File: src/rtl/sub_serial_defs.vh
// Shared definitions for the digit-serial subtractor.
//   - State encodings for the IDLE / RUN / DONE controller.
//     Encoding 2'd3 is illegal and is decoded as IDLE.
//   - Counter width for an N-digit operation: ceil(log2(N)), minimum 1.
`ifndef SUB_SERIAL_DEFS_VH
`define SUB_SERIAL_DEFS_VH

`define SUB_ST_IDLE 2'd0
`define SUB_ST_RUN  2'd1
`define SUB_ST_DONE 2'd2

`define SUB_CNT_W(n) ((((n) > 1) ? $clog2(n) : 1))

`endif

File: src/rtl/sub_32bit_serial_pkg.sv
// Package for the digit-serial subtractor.
// Provides the controller state type, built on the shared state encodings.
`include "sub_serial_defs.vh"

package sub_32bit_serial_pkg;

  typedef enum logic [1:0] {
    ST_IDLE = `SUB_ST_IDLE,
    ST_RUN  = `SUB_ST_RUN,
    ST_DONE = `SUB_ST_DONE
  } state_t;

endpackage

File: src/rtl/sub_32bit_serial_digit.sv
// Combinational single-digit subtractor: {bout, diff} = a - b - bin.
// Ports:
//   a, b  : DIGIT_W-bit operand digits
//   bin   : borrow into this digit
//   diff  : DIGIT_W-bit difference digit
//   bout  : borrow out of this digit
module sub_digit #(
  parameter int DIGIT_W = 4
) (
  input  logic [DIGIT_W-1:0] a,
  input  logic [DIGIT_W-1:0] b,
  input  logic               bin,
  output logic [DIGIT_W-1:0] diff,
  output logic               bout
);

  // One extra bit wide: a negative result leaves the top bit set, which is the borrow.
  logic [DIGIT_W:0] full;

  assign full = {1'b0, a} - {1'b0, b} - {{DIGIT_W{1'b0}}, bin};
  assign diff = full[DIGIT_W-1:0];
  assign bout = full[DIGIT_W];

endmodule

File: src/rtl/sub_32bit_serial.sv
// Digit-serial subtractor: D = A - B - Bin, one DIGIT_W-bit digit per clock,
// least significant digit first, with a Start/Busy/Done handshake.
// Ports:
//   CLK   : clock, all state changes on the rising edge
//   RST   : synchronous active-high reset
//   Start : request, accepted only in IDLE or DONE
//   A, B  : minuend / subtrahend, latched on the accepting edge
//   Bin   : borrow-in, latched on the accepting edge
//   Busy  : high while digits are being processed
//   Done  : one-cycle pulse, result outputs freshly valid
//   D     : difference (held until the next completion)
//   Bout  : final borrow, 1 iff A < B + Bin (unsigned)
//   Zero  : D == 0
//   Ovf   : signed overflow of the subtraction
`include "sub_serial_defs.vh"

module sub_32bit_serial
  import sub_32bit_serial_pkg::*;
#(
  parameter int WIDTH   = 32,
  parameter int DIGIT_W = 4
) (
  input  logic             CLK,
  input  logic             RST,
  input  logic             Start,
  input  logic [WIDTH-1:0] A,
  input  logic [WIDTH-1:0] B,
  input  logic             Bin,
  output logic             Busy,
  output logic             Done,
  output logic [WIDTH-1:0] D,
  output logic             Bout,
  output logic             Zero,
  output logic             Ovf
);

  localparam int N  = WIDTH / DIGIT_W;
  localparam int CW = `SUB_CNT_W(N);

  state_t           state;
  state_t           next_state;
  logic [WIDTH-1:0] a_sh;
  logic [WIDTH-1:0] b_sh;
  logic [WIDTH-1:0] acc;
  logic [WIDTH-1:0] acc_next;
  logic             borrow;
  logic [CW-1:0]    cnt;
  logic             a_msb;
  logic             b_msb;
  logic [DIGIT_W-1:0] dig_diff;
  logic             dig_bout;
  logic             last;

  // The lowest digit of the operand shift registers is always the one being worked on.
  sub_digit #(.DIGIT_W(DIGIT_W)) u_digit (
    .a    (a_sh[DIGIT_W-1:0]),
    .b    (b_sh[DIGIT_W-1:0]),
    .bin  (borrow),
    .diff (dig_diff),
    .bout (dig_bout)
  );

  assign last = (cnt == CW'(N - 1));

  // Result digits enter from the top so that after N shifts digit 0 sits at the bottom.
  generate
    if (N == 1) begin : g_single
      assign acc_next = dig_diff;
    end else begin : g_multi
      assign acc_next = {dig_diff, acc[WIDTH-1:DIGIT_W]};
    end
  endgenerate

  assign Busy = (state == ST_RUN);
  assign Done = (state == ST_DONE);

  // Controller state register.
  always_ff @(posedge CLK) begin
    if (RST) begin
      state <= ST_IDLE;
    end else begin
      state <= next_state;
    end
  end

  // Next-state decode; Start is only looked at when no operation is in flight.
  always_comb begin
    next_state = ST_IDLE;
    case (state)
      ST_IDLE: next_state = Start ? ST_RUN : ST_IDLE;
      ST_RUN:  next_state = last ? ST_DONE : ST_RUN;
      ST_DONE: next_state = Start ? ST_RUN : ST_IDLE;
      default: next_state = ST_IDLE;
    endcase
  end

  // Operand latching, digit stepping and result publication.
  always_ff @(posedge CLK) begin
    if (RST) begin
      a_sh   <= '0;
      b_sh   <= '0;
      acc    <= '0;
      borrow <= 1'b0;
      cnt    <= '0;
      a_msb  <= 1'b0;
      b_msb  <= 1'b0;
      D      <= '0;
      Bout   <= 1'b0;
      Zero   <= 1'b0;
      Ovf    <= 1'b0;
    end else begin
      case (state)
        ST_IDLE, ST_DONE: begin
          if (Start) begin
            a_sh   <= A;
            b_sh   <= B;
            borrow <= Bin;
            acc    <= '0;
            cnt    <= '0;
            a_msb  <= A[WIDTH-1];
            b_msb  <= B[WIDTH-1];
          end
        end
        ST_RUN: begin
          a_sh   <= a_sh >> DIGIT_W;
          b_sh   <= b_sh >> DIGIT_W;
          borrow <= dig_bout;
          acc    <= acc_next;
          cnt    <= cnt + CW'(1);
          // Visible outputs change only on the final digit, so they hold during a RUN.
          if (last) begin
            D    <= acc_next;
            Bout <= dig_bout;
            Zero <= (acc_next == '0);
            Ovf  <= (a_msb != b_msb) && (acc_next[WIDTH-1] != a_msb);
          end
        end
        default: begin
        end
      endcase
    end
  end

endmodule

File: config.mk
export PLATFORM = sky130hd
export DESIGN_NAME = sub_32bit_serial
export DESIGN_NICKNAME = d
export VERILOG_FILES = /design/src/rtl/sub_32bit_serial_pkg.sv /design/src/rtl/sub_32bit_serial_digit.sv /design/src/rtl/sub_32bit_serial.sv
export VERILOG_INCLUDE_DIRS = /design/src /design/src/rtl
export SDC_FILE = /design/constraint.sdc
export NUM_CORES = 1
export LEC_CHECK = 0
export ABC_AREA = 1
export CORE_UTILIZATION = 38
export DETAILED_ROUTE_END_ITERATION = 8
export PLACE_DENSITY = 0.64
export REMOVE_ABC_BUFFERS = 1
export SLEW_MARGIN = 10
export SYNTH_ARGS = -nofsm -noshare
export SYNTH_HDL_FRONTEND = slang
export SYNTH_HIERARCHICAL = 1
export SYNTH_SLANG_ARGS = --single-unit
export TNS_END_PERCENT = 10
File: constraint.sdc
create_clock -name CLK -period 2.18 [get_ports CLK]
set_clock_uncertainty 0.05 [all_clocks]
set_input_delay 0.218 -clock CLK [delete_from_list [all_inputs] [get_ports CLK]]
set_output_delay 0.218 -clock CLK [all_outputs]
set_load 0.01 [all_outputs]
# Word level (Yosys, flattened, before mapping)
# Cells that the tools add are included.
[classes]
muxes = 13
add_sub_neg = 3
n_reduce_logical = 8
eq_ne = 6
[op_table]
columns = ["cell", "count"]
rows = [
  ["case mux 32 bit (2 select lines)", 3],
  ["2-to-1 mux 32 bit", 3],
  ["zero test 32 bit", 1],
  ["case mux 3 bit (2 select lines)", 1],
  ["AND reduction 2 bit", 3],
  ["subtractor 4 x 4 -> 5 bit", 1],
  ["subtractor 5 x 1 -> 5 bit", 1],
  ["case mux 2 bit (2 select lines)", 1],
  ["adder 3 x 1 -> 3 bit, second input constant", 1],
  ["equality test 3 bit, second input constant", 1],
  ["2-to-1 mux 3 bit", 1],
  ["equality test 2 x 1 -> 1 bit, second input constant", 1],
  ["equality test 2 bit, second input constant", 1],
  ["zero test 2 bit", 1],
  ["2-to-1 mux 1 bit", 2],
  ["2-to-1 mux 2 bit", 1],
  ["inequality test 1 bit", 2],
  ["inequality test 2 x 1 -> 1 bit, second input constant", 1],
  ["case mux 1 bit (2 select lines)", 1],
  ["nonzero test 2 bit", 1],
  ["OR reduction 2 bit", 1],
  ["logical AND 1 bit", 1],
]
[word_totals]
word_cells = 42
out_inout_bits = 37
ff_bits = 139
input_bits = 68

# Longest topological paths before layout
# Gate-level depths: netlist of the first run.
[depth]
word_depth = 4
ltp_mapped = 15
ltp_nobuf = 15

# Modules after synthesis
# The synthesis of the first run kept the hierarchy.
[by_module_without_submodules]
columns = ["module", "n_inst", "cells_per_inst", "area_per_inst_um2", "seq_area_each_um2"]
rows = [
  ["sub_32bit_serial", 1, 630, 5131.2, 2702.6],
  ["sub_digit", 1, 36, 250.2, 0.0],
]

# Worst setup path before layout of the first run
# Ideal clock, no wire load.
[synth_timing]
path_kind = "reg2reg"
from = "reg b_sh[0]"
to = "reg Zero"
stages_incl_launch_ff = 16
period_less_slack_ns = 1.997
setup_time_ns = 0.070
setup_slack_ns = 0.183
t_required_ns = 2.060
arrival_time_ns = 1.876
path_buffers = 0
path_cell_list = "dfxtp_1 -> inv_1 -> fa_1 -> inv_1 -> ha_1 -> o21ai_4 -> nand2_1 -> nand2_1 -> nand2_1 -> nor2_1 -> nand2_1 -> nor2_1 -> nand2_1 -> nor2_1 -> nand2_1 -> a21oi_1"
[synth_via]
elab_chain_len = 3
[synth_rtl]
columns = ["element", "line", "rtl"]
rows = [
  ["start, declared", "sub_32bit_serial.sv:43", "logic [WIDTH-1:0] b_sh;"],
  ["start signal, assigned", "sub_32bit_serial.sv:126", "b_sh <= b_sh >> DIGIT_W;"],
  ["subtractor 4 x 4 -> 5 bit", "sub_32bit_serial_digit.sv:20", "assign full = {1'b0, a} - {1'b0, b} - {{DIGIT_W{1'b0}}, bin};"],
  ["subtractor 5 x 1 -> 5 bit", "sub_32bit_serial_digit.sv:20", ""],
  ["net dig_diff[3]", "sub_32bit_serial.sv:50", "logic [DIGIT_W-1:0] dig_diff;"],
  ["zero test 32 bit", "sub_32bit_serial.sv:134", "Zero <= (acc_next == '0);"],
  ["end signal, assigned", "sub_32bit_serial.sv:134", ""],
  ["end, declared", "sub_32bit_serial.sv:33", "output logic Zero,"],
]
# The timed path passes the listed nets, and every way through them passes these cells.
# A chain may end at the register's enable or synchronous reset.

# Final worst setup path of the first run
[layout_timing]
from = "reg borrow"
to = "reg Zero"
[layout_via]
elab_chain_len = 2
[layout_rtl]
columns = ["element", "line", "rtl"]
rows = [
  ["start, declared", "sub_32bit_serial.sv:46", "logic borrow;"],
  ["start signal, assigned", "sub_32bit_serial.sv:117", "borrow <= Bin;"],
  ["start signal, assigned", "sub_32bit_serial.sv:127", "borrow <= dig_bout;"],
  ["subtractor 5 x 1 -> 5 bit", "sub_32bit_serial_digit.sv:20", ""],
  ["net dig_diff[3]", "sub_32bit_serial.sv:50", ""],
  ["zero test 32 bit", "sub_32bit_serial.sv:134", ""],
]
# The timed path passes the listed nets, and every way through them passes these cells.

==> results.sh, run 1 <==
export IMPL_io_buffer_count=104
export IMPL_timing_final_ws_setup_ps=58.7
export IMPL_drv_slew=0
export IMPL_synth_distinct_cells=29
export IMPL_ys_warn_count=6
export IMPL_ios=105
export IMPL_track_usage=0.191
export IMPL_grt_pass1_vias=4577
export IMPL_end_kind="flop"
export IMPL_rsz0062_at_grt="true"
export IMPL_crit_slowest_cell="fa_1"
export IMPL_synth_seq_cells=135
export IMPL_start_util=0.389
export IMPL_reg2reg_slack_ps=60
export IMPL_r2r_start="borrow$_SDFFE_PP0P_"
export IMPL_cts_tree="yes"
export IMPL_first_pass_iters=4
export IMPL_path_common_cell="nand2_1"
export IMPL_max_cap_viol_count=0
export IMPL_cts_num_sinks=135
export IMPL_die_w_um=121
export IMPL_die_area_um2=14600
export IMPL_vdd_drop_max_uv=574
export IMPL_vias_per_cell=5.10
export IMPL_critPathKind="flop to flop"
export IMPL_cp_max_fo=3
export IMPL_r2r_end="Zero$_SDFFE_PP0P_"
export IMPL_period_minus_slack_ps=2120
export IMPL_syn_to_final_growth_pct=31.5
export IMPL_hpwl_um=8590
export IMPL_routedWlPerCell_um=14.0
export IMPL_finalSetupViolCount=0
export IMPL_slew_headroom=0.647
export IMPL_p_per_area_nw_per_um2=851
export IMPL_die_y_um=121
export IMPL_whs_ps=208
export IMPL_htree_levels=4
export IMPL_p_total_uw=6020
export IMPL_antenna_cells=0
export IMPL_clockBufferDepth=2
export IMPL_async_flop_share=0
export IMPL_hold_depth=3
export IMPL_synth_cells=666
export IMPL_antenna_found_initial=0
export IMPL_layout_cells_non_filler=944
export IMPL_fillers=1306
export IMPL_grt_max_degree=94
export IMPL_place_ws_ps=36.3
export IMPL_fmax_mhz=471
export IMPL_seq_area_frac_synth=0.502
export IMPL_synthFlopType="dfxtp_1"
export IMPL_hold_path_class="input pin to flop"
export IMPL_leakage_uw=0.00272
export IMPL_setup_tns_ps=0
export IMPL_status="finished clean"
export IMPL_synth_area_um2=5380
export IMPL_cp_start_kind="flop"
export IMPL_syn_area_per_cell_um2=8.08
export IMPL_holdPathEnd="state[1]$_SDFF_PP0_"
export IMPL_hold_viol=0
export IMPL_hp_start="RST"
export IMPL_drive_above_1_share=0.0759
export IMPL_synth_edff_count=0
export IMPL_rows=43
export IMPL_core_area_um2=13800
export IMPL_grt_overflow=0
export IMPL_dpl_cell_count=911
export IMPL_cp_slowest_stage_delay_ps=520
export IMPL_worstMarginPinSlew_ps=530
export IMPL_r2r_cells=15
export IMPL_gp_congestion=0.826
export IMPL_worstPathCellList="inv_2 -> fa_1 -> inv_1 -> ha_2 -> o21ai_4 -> nand2_1 -> nand2_1 -> nand2_2 -> nor2_1 -> nand2_1 -> nor2_1 -> nand2_1 -> nor2_1 -> nand2_1 -> a21oi_1"
export IMPL_drt_total_wl_um=13300
export IMPL_drcViolationCount=0
export IMPL_path_clk_slew_ps=50
export IMPL_nets=830
export IMPL_finalCritPeriodShare=0.973
export IMPL_grt_pass1_wl_um=21900
export IMPL_drt_iter0_markers=219
export IMPL_cts_buffers=17
export IMPL_vias=4812
export IMPL_crit_required_ps=2470
export IMPL_cts_root_buf="clkbuf_16"
export IMPL_clock_latency_ps=420
export IMPL_cp_arrival_ps=2420
export IMPL_antenna_left=0
==> area by class of cell <==
type / count / area (um^2) / area share
clock inverters: 4 / 20.0 / 0.00283
inverters: 31 / 116 / 0.0164
flip-flops and latches: 135 / 2710 / 0.382
repair buffers: 119 / 1200 / 0.169
well taps: 180 / 225 / 0.0318
multi-input cells: 448 / 2320 / 0.327
clock buffers: 27 / 493 / 0.0697
==> flip-flops by register name, summed over array words and instances, names as in the netlist <==
signal and cells:
a_sh 32, Zero 1, borrow 1, Bout 1, D 32, Ovf 1, state 2, b_msb 1
a_msb 1, cnt 3, acc 28, b_sh 32
==> cells in the mapped netlist (2+ instances only) <==
library cell / n / area share
o221ai_1: 57 / 0.093
dfxtp_1: 135 / 0.50
nor3_1: 58 / 0.054
buf_1: 4 / 0.0028
nor2_1: 75 / 0.052
fa_1: 2 / 0.0074
buf_6: 2 / 0.0042
o21ai_0: 10 / 0.0093
buf_2: 20 / 0.019
inv_1: 26 / 0.018
ha_1: 8 / 0.019
buf_4: 4 / 0.0056
nand3_1: 34 / 0.032
nand2_2: 3 / 0.0035
inv_2: 4 / 0.0028
clkbuf_1: 22 / 0.015
nand2_1: 143 / 0.10
a21oi_1: 47 / 0.044
nand4_1: 2 / 0.0023
==> per-layer routing <==
| metal | vias to the layer above | share of wire | track usage |
|---|---|---|---|
| met5 | - | 0 | 0 |
| met4 | 0 | 0.015 | 0.0741 |
| met3 | 13 | 0.064 | 0.0592 |
| met2 | 147 | 0.48 | 0.306 |
| met1 | 2195 | 0.44 | 0.238 |
| li1 | 2457 | - | - |
==> logic make-up (layout without fill, tap and decap cells) <==
group | after synthesis | count (layout) | share of synthesized area
DFF | 135 | 135 | 0.502
xor gates and xnor gates | 2 | 2 | 0.00326
buffers and inverters | 83 | 181 | 0.0681
AOI/OAI and AO/OA | 118 | 118 | 0.153
adders and majority gates | 10 | 10 | 0.0260
and+or+nand+nor | 318 | 318 | 0.248
==> worst max-delay path, delay by kind of cell (launching register included) <==
kind            cells  cell delay (ps)
compound gates      2              250
fa+ha+maj           2              690
buf+inv             2               90
flops               1              330
simple gates        9              650
==> what timing repair did <==
item                       4_1_cts  5_1_grt
setup endpoints to repair        0        2
resized for setup                0        8
hold buffers                     0        0
buffers inserted                 0        2
==> layout by cell type, fill, tap and decap left out, types with 2 or more instances in the layout <==
cell,n
inv_1,24
clkbuf_16,17
o221ai_1,57
clkbuf_8,3
dfxtp_2,3
nand2_1,142
dfxtp_1,132
nor2_1,75
buf_4,11
o21ai_1,2
clkdlybuf4s50_1,103
a21oi_1,47
ha_1,7
clkbuf_1,7
nor3_1,58
clkinv_2,4
nand3_1,34
buf_12,4
nand2_2,4
nand4_1,2
inv_2,7
o21ai_0,9
fa_1,2
==> per-stage QoR <==
step,area (um^2),util
after detailed placement,6540,0.473
after floorplan,5130,-
after CTS,7050,0.510
after global routing,7080,0.512
final,7080,0.512
after global placement,6540,0.473
==> how the worst max path moves through the flow <==
stage / cells after the start / endpoint / slack (ps) / start
finish: 15 / Zero$_SDFFE_PP0P_ / 60 / borrow$_SDFFE_PP0P_
global route: 15 / Zero$_SDFFE_PP0P_ / -100 / borrow$_SDFFE_PP0P_
CTS: 15 / Zero$_SDFFE_PP0P_ / 20 / b_sh[0]$_SDFFE_PP0P_
detailed placement: 15 / Zero$_SDFFE_PP0P_ / 40 / b_sh[0]$_SDFFE_PP0P_
global placement: 15 / Zero$_SDFFE_PP0P_ / 100 / b_sh[0]$_SDFFE_PP0P_
floorplan: 6 / D[22]$_SDFFE_PP0P_ / -350 / cnt[0]$_SDFFE_PP0P_
==> report_power, final <==
part | switching [uW] | total [uW] | internal (uW)
Combinational | 457 | 824 | 367
Sequential | 87.0 | 2700 | 2620
Clock | 965 | 2490 | 1530
Total | 1510 | 6020 | 4510
Note: power is estimated with default switching activity, not from simulation.
==> run 2, diff against run 1 <==
--- a/config.mk
+++ b/config.mk
@@ -7,9 +7,10 @@
 export NUM_CORES = 1
 export LEC_CHECK = 0
 export ABC_AREA = 1
+export CAP_MARGIN = 20
 export CORE_UTILIZATION = 38
 export DETAILED_ROUTE_END_ITERATION = 8
-export PLACE_DENSITY = 0.64
+export PLACE_DENSITY = 0.66
 export REMOVE_ABC_BUFFERS = 1
 export SLEW_MARGIN = 10
 export SYNTH_ARGS = -nofsm -noshare
==> constraint.sdc (replaced) <==
create_clock -name CLK -period 1.9 [get_ports CLK]
set_clock_uncertainty 0.05 [all_clocks]
set_input_delay 0.19 -clock CLK [delete_from_list [all_inputs] [get_ports CLK]]
set_output_delay 0.19 -clock CLK [all_outputs]
set_load 0.01 [all_outputs]
==> run 2 against run 1 <==
The run now ends with negative setup slack left; sequential cell count unchanged; count of clock-buffer cells in the layout down 6; maximum frequency up 0.14%; total power up 27%; sequential power up 15%; register-to-register slack worse by 280 ps; worst setup slack worse by 280 ps; design area up 3.5%; non-clock buffer count up 11; first-iteration DRC count up 8.7%; final cell count up 1.3%; hold slack worse by 180 ps; critical endpoint unchanged; largest cell class unchanged.
==> results.sh, run 2 (same netlist as run 1, synthesis figures left out) <==
export IMPL_status="complete, but fails checks"
export IMPL_violations="negative setup slack"
export IMPL_cp_slowest_stage_delay_ps=540
export IMPL_grt_max_degree=94
export IMPL_setup_tns_ps=-364
export IMPL_routedWlPerCell_um=14.0
export IMPL_cp_max_fo=3
export IMPL_layout_common_cells="nand2_1 (142), dfxtp_1 (132), clkdlybuf4s50_1 (102)"
export IMPL_seq_area_um2=2710
export IMPL_route_met2_wl_um=6270
export IMPL_hold_viol=0
export IMPL_antenna_left=0
export IMPL_hp_start="RST"
export IMPL_timing_final_ws_setup_ps=-218
export IMPL_worstPathCellList="inv_2 -> fa_1 -> inv_2 -> ha_4 -> o21ai_4 -> nand2_1 -> nand2_1 -> nand2_2 -> nor2_1 -> nand2_1 -> nor2_1 -> nand2_1 -> nor2_1 -> nand2_1 -> a21oi_1"
export IMPL_cts_buffers=17
export IMPL_clockPowerShare=0.462
export IMPL_leakage_uw=0.00284
export IMPL_drt_iter0_markers=238
export IMPL_vias_per_cell=5.10
export IMPL_antenna_cells=0
export IMPL_reg2reg_slack_ps=-220
export IMPL_dr_wl_met3_um=793
export IMPL_syn_to_final_growth_pct=36.1
export IMPL_internal_power_uw=5790
export IMPL_hold_buffers=0
export IMPL_finish_utilization=0.530
export IMPL_ios=105
export IMPL_top_regs="D (32), a_sh (32), b_sh (32)"
export IMPL_antenna_found_initial=0
export IMPL_cts_root_buf="clkbuf_16"
export IMPL_path_common_cell="nand2_1"
export IMPL_end_kind="flop"
export IMPL_rsz0062_at_grt="true"
export IMPL_start_util=0.389
export IMPL_drv_slew=0
export IMPL_die_y_um=121
export IMPL_clock_latency_ps=410
export IMPL_vias=4879
export IMPL_period_minus_slack_ps=2120
export IMPL_m1WireLength_um=6020
export IMPL_cp_start_kind="flop"
export IMPL_rows=43
export IMPL_r2r_end="Zero$_SDFFE_PP0P_"
export IMPL_layout_commonest_cell="nand2_1"
export IMPL_crit_path_start="borrow$_SDFFE_PP0P_"
export IMPL_fmax_mhz=472
export IMPL_worstMarginPinSlew_ps=535
export IMPL_p_seq_frac=0.406
export IMPL_p_per_area_nw_per_um2=1040
export IMPL_p_total_uw=7640
export IMPL_path_clk_slew_ps=60
export IMPL_die_w_um=121
export IMPL_nets=841
export IMPL_max_cap_viol_count=0
export IMPL_first_pass_iters=4
export IMPL_finalSetupViolCount=2
export IMPL_grt_overflow=0
export IMPL_fillers=1303
export IMPL_grt_pass1_vias=4775
export IMPL_die_area_um2=14600
export IMPL_netSwitchingPower_uw=1850
export IMPL_critPathKind="flop to flop"
export IMPL_place_ws_ps=-246
export IMPL_holdPathEnd="state[1]$_SDFF_PP0_"
export IMPL_io_buffer_count=104
export IMPL_top_layer="met4"
export IMPL_r2r_cells=15
export IMPL_vdd_drop_max_uv=630
export IMPL_core_area_um2=13800
export IMPL_cts_num_sinks=135
export IMPL_hold_depth=2
export IMPL_crit_slowest_cell="fa_1"
export IMPL_htree_levels=4
export IMPL_drcViolationCount=0
export IMPL_p_comb_frac=0.132
export IMPL_grt_pass1_wl_um=22600
export IMPL_cp_arrival_ps=2410
export IMPL_multi_input_area_um2=2340
export IMPL_track_usage=0.197
export IMPL_crit_required_ps=2190
export IMPL_gp_congestion=0.778
export IMPL_switching_share=0.242
export IMPL_hold_path_class="input pin to flop"
export IMPL_r2r_start="borrow$_SDFFE_PP0P_"
export IMPL_clockBufferDepth=2
export IMPL_slew_headroom=0.643
export IMPL_drive_above_1_share=0.104
export IMPL_finalCritPeriodShare=1.11
export IMPL_cts_tree="yes"
export IMPL_drt_total_wl_um=13300
export IMPL_whs_ps=31.1
export IMPL_hpwl_um=8920
## run 2: cell count changes in the layout (fill, tap and decap cells not counted), moves of 3 or more
cell	previous run	this run
buf_4	11	22
bufinv_16	0	4
clkbuf_1	7	0
clkinv_2	4	1
clkinvlp_4	0	6
## run 2: layer usage
metal	global-route usage	vias up
met2	0.321	131
met4	0.0926	0
met5	0	-
met1	0.240	2245
li1	-	2479
met3	0.0559	24
## run 2: worst max path at each step
| stage | end | cells past startpoint |
|---|---|---|
| after detailed placement | Zero$_SDFFE_PP0P_ | 15 |
| after CTS | Zero$_SDFFE_PP0P_ | 15 |
| after global routing | Zero$_SDFFE_PP0P_ | 15 |
| after floorplan | D[22]$_SDFFE_PP0P_ | 6 |
| after global placement | Zero$_SDFFE_PP0P_ | 15 |
| final | Zero$_SDFFE_PP0P_ | 15 |
## run 2: power by group through the flow
stage / clock network (uW) / logic (uW) / registers (uW)
after floorplan: 0 / 553 / 3130
after global placement: 0 / 950 / 3150
after detailed placement: 0 / 973 / 3160
after CTS: 3590 / 998 / 3100
after global routing: 3720 / 1130 / 3120
final: 3530 / 1010 / 3100
## run 2: final cells by class
type	count	share of cell area
sequential	135	0.369
multi-input combinational	448	0.320
timing repair buffer	130	0.175
clock buffer	21	0.0656
tap	180	0.0307
clock inverter	11	0.0232
inverter	31	0.0159
## run 2: worst max-delay path: cells and delay by family, from the launching register on
family,cells,cell delay (ps)
DFF,1,330
buffers and inverters,2,100
and+or+nand+nor,9,600
AOI/OAI and AO/OA,2,250
adders and majority gates,2,700
## run 2: repair_timing
item,CTS,global route
setup buffers,1,0
gates cloned,0,0
pin swaps,1,2
hold endpoints to repair,0,0
endpoints found under the setup margin,3,15
resized for setup,8,5
## run 2: per-stage QoR
stage,cell area [um^2],std cells
2_1_floorplan,5130,614
3_3_place_gp,6630,923
3_5_place_dp,6630,923
4_1_cts,7310,956
5_1_grt,7330,956
6_report,7330,956
==> run 3, diff against run 2 <==
--- a/config.mk
+++ b/config.mk
@@ -8,7 +8,9 @@
 export LEC_CHECK = 0
 export ABC_AREA = 1
 export CAP_MARGIN = 20
+export CORE_MARGIN = 5
 export CORE_UTILIZATION = 38
+export CTS_CLUSTER_DIAMETER = 30
 export DETAILED_ROUTE_END_ITERATION = 8
 export PLACE_DENSITY = 0.66
 export REMOVE_ABC_BUFFERS = 1
==> run 3 against run 2 <==
The run still ends with negative setup slack left; worst setup slack lost 58 ps; global-route usage is 3.1 points lower; sequential power about the same; total power fell by 1.5%.
==> results.sh, run 3 (same netlist as run 1, synthesis figures left out) <==
export IMPL_place_ws_ps=-256
export IMPL_cp_arrival_ps=2470
export IMPL_antenna_cells=0
export IMPL_first_pass_iters=5
export IMPL_cp_top_family="simple AND/OR/NAND/NOR gates"
export IMPL_vias=4838
export IMPL_antenna_left=0
export IMPL_gp_congestion=0.803
export IMPL_max_cap_viol_count=0
export IMPL_whs_ps=179
export IMPL_hold_path_class="input pin to flop"
export IMPL_violations="negative setup slack"
export IMPL_layout_common_cells="nand2_1 (142), dfxtp_1 (131), clkdlybuf4s50_1 (103)"
export IMPL_routedWlPerCell_um=14.2
export IMPL_finish_utilization=0.525
export IMPL_vdd_drop_max_uv=708
export IMPL_status="complete, but fails checks"
export IMPL_die_area_um2=16600
export IMPL_layout_cells_non_filler=955
export IMPL_track_usage=0.167
export IMPL_grt_pass1_wl_um=22400
export IMPL_ios=105
export IMPL_die_w_um=129
export IMPL_dpl_cell_count=923
export IMPL_layout_commonest_cell="nand2_1"
export IMPL_drt_iter0_markers=363
export IMPL_cts_tree="yes"
export IMPL_core_area_um2=13900
export IMPL_fmax_mhz=459
export IMPL_path_clk_slew_ps=60
export IMPL_cts_num_sinks=135
export IMPL_critPathKind="flop to flop"
export IMPL_cp_max_fo=3
export IMPL_hpwl_um=9370
export IMPL_nets=840
export IMPL_die_y_um=129
export IMPL_period_minus_slack_ps=2180
export IMPL_hold_viol=0
export IMPL_antenna_found_initial=0
export IMPL_io_buffer_count=104
export IMPL_grt_max_degree=94
export IMPL_worstMarginPinSlew_ps=414
export IMPL_leakage_uw=0.00282
export IMPL_start_util=0.388
export IMPL_htree_levels=4
export IMPL_crit_slowest_cell="fa_1"
export IMPL_end_kind="flop"
export IMPL_rows=43
export IMPL_grt_overflow=0
export IMPL_finalInstanceArea_um2=7290
export IMPL_rsz0062_at_grt="true"
export IMPL_hold_buffers=0
export IMPL_finalSetupViolCount=2
export IMPL_finalCritPeriodShare=1.15
export IMPL_cts_buffers=17
export IMPL_place_area_um2=6630
export IMPL_vias_per_cell=5.07
export IMPL_grt_pass1_vias=4802
export IMPL_clockBufferDepth=2
export IMPL_cts_setup_buffers=0
export IMPL_drcViolationCount=0
export IMPL_timing_final_ws_setup_ps=-277
export IMPL_crit_required_ps=2190
export IMPL_p_per_area_nw_per_um2=1030
export IMPL_clock_latency_ps=410
export IMPL_slew_headroom=0.724
export IMPL_syn_to_final_growth_pct=35.5
export IMPL_cts_root_buf="clkbuf_16"
export IMPL_path_buf_inv=2
export IMPL_drv_slew=0
export IMPL_drive_above_1_share=0.103
export IMPL_cp_slowest_stage_delay_ps=530
export IMPL_fillers=1339
export IMPL_path_common_cell="nand2_1"
export IMPL_cp_start_kind="flop"
export IMPL_worstPathCellList="inv_2 -> fa_1 -> inv_2 -> ha_4 -> o21ai_4 -> nand2_1 -> nand2_1 -> nand2_2 -> nor2_1 -> nand2_1 -> nor2_1 -> nand2_1 -> nor2_1 -> nand2_1 -> a21oi_2"
export IMPL_drt_total_wl_um=13500
export IMPL_top_regs="D (32), a_sh (32), b_sh (32)"
run 3: cell types whose count changed in the layout (fill, tap and decap cells not counted), moves of 2 or more:
cell        change
clkinvlp_4      -4
clkinv_2        +2
inv_6           +2
clkinv_4        +4
clkbuf_8        -4
run 3: worst paths after layout:
check	startpoint	to	slack, ps	depth (start not counted)
max	borrow$_SDFFE_PP0P_	Zero$_SDFFE_PP0P_	-280	15
min reg2reg	b_sh[28]$_SDFFE_PP0P_	b_sh[28]$_SDFFE_PP0P_	410	2
max reg2reg	borrow$_SDFFE_PP0P_	Zero$_SDFFE_PP0P_	-280	15
min	RST	Zero$_SDFFE_PP0P_	180	3
run 3: routing by layer:
layer | GRT usage | up-vias | share of wire
met5 | 0 | - | 0
met4 | 0.0482 | 0 | 0.0097
met3 | 0.0444 | 12 | 0.051
met2 | 0.279 | 124 | 0.48
met1 | 0.211 | 2221 | 0.46
li1 | - | 2481 | -
run 3: repair_timing:
item                       CTS  global route
gates resized for setup      9             4
pin swaps                    1             0
setup endpoints to repair    3             7
run 3: report_power, final:
group          leakage (uW)  internal [uW]  switching, uW
logic               0.00141            454            541
registers           0.00111           3000           99.3
clock network      0.000304           2200           1230
total               0.00282           5660           1870
run 3: worst min-delay path, cell delays in order:
cell and delay [ps]:
buf_2 100, buf_4 240, a21oi_2 50
run 3: cell type report:
class / instances / area (um^2) / area share
inverters: 31 / 116 / 0.0160
multi-input cells: 448 / 2340 / 0.321
clock inverters: 15 / 203 / 0.0278
clock buffers: 17 / 425 / 0.0584
repair buffers: 129 / 1270 / 0.175
well taps: 180 / 225 / 0.0309
flip-flops and latches: 135 / 2710 / 0.371
run 3: per-stage QoR:
| step | setup TNS (ps) | power (uW) |
|---|---|---|
| final | -395 | 7530 |
| after global routing | -724 | 7870 |
| after CTS | -345 | 7580 |
| after detailed placement | -422 | 4120 |
| after global placement | -270 | 4090 |
| after floorplan | -55150 | 3680 |
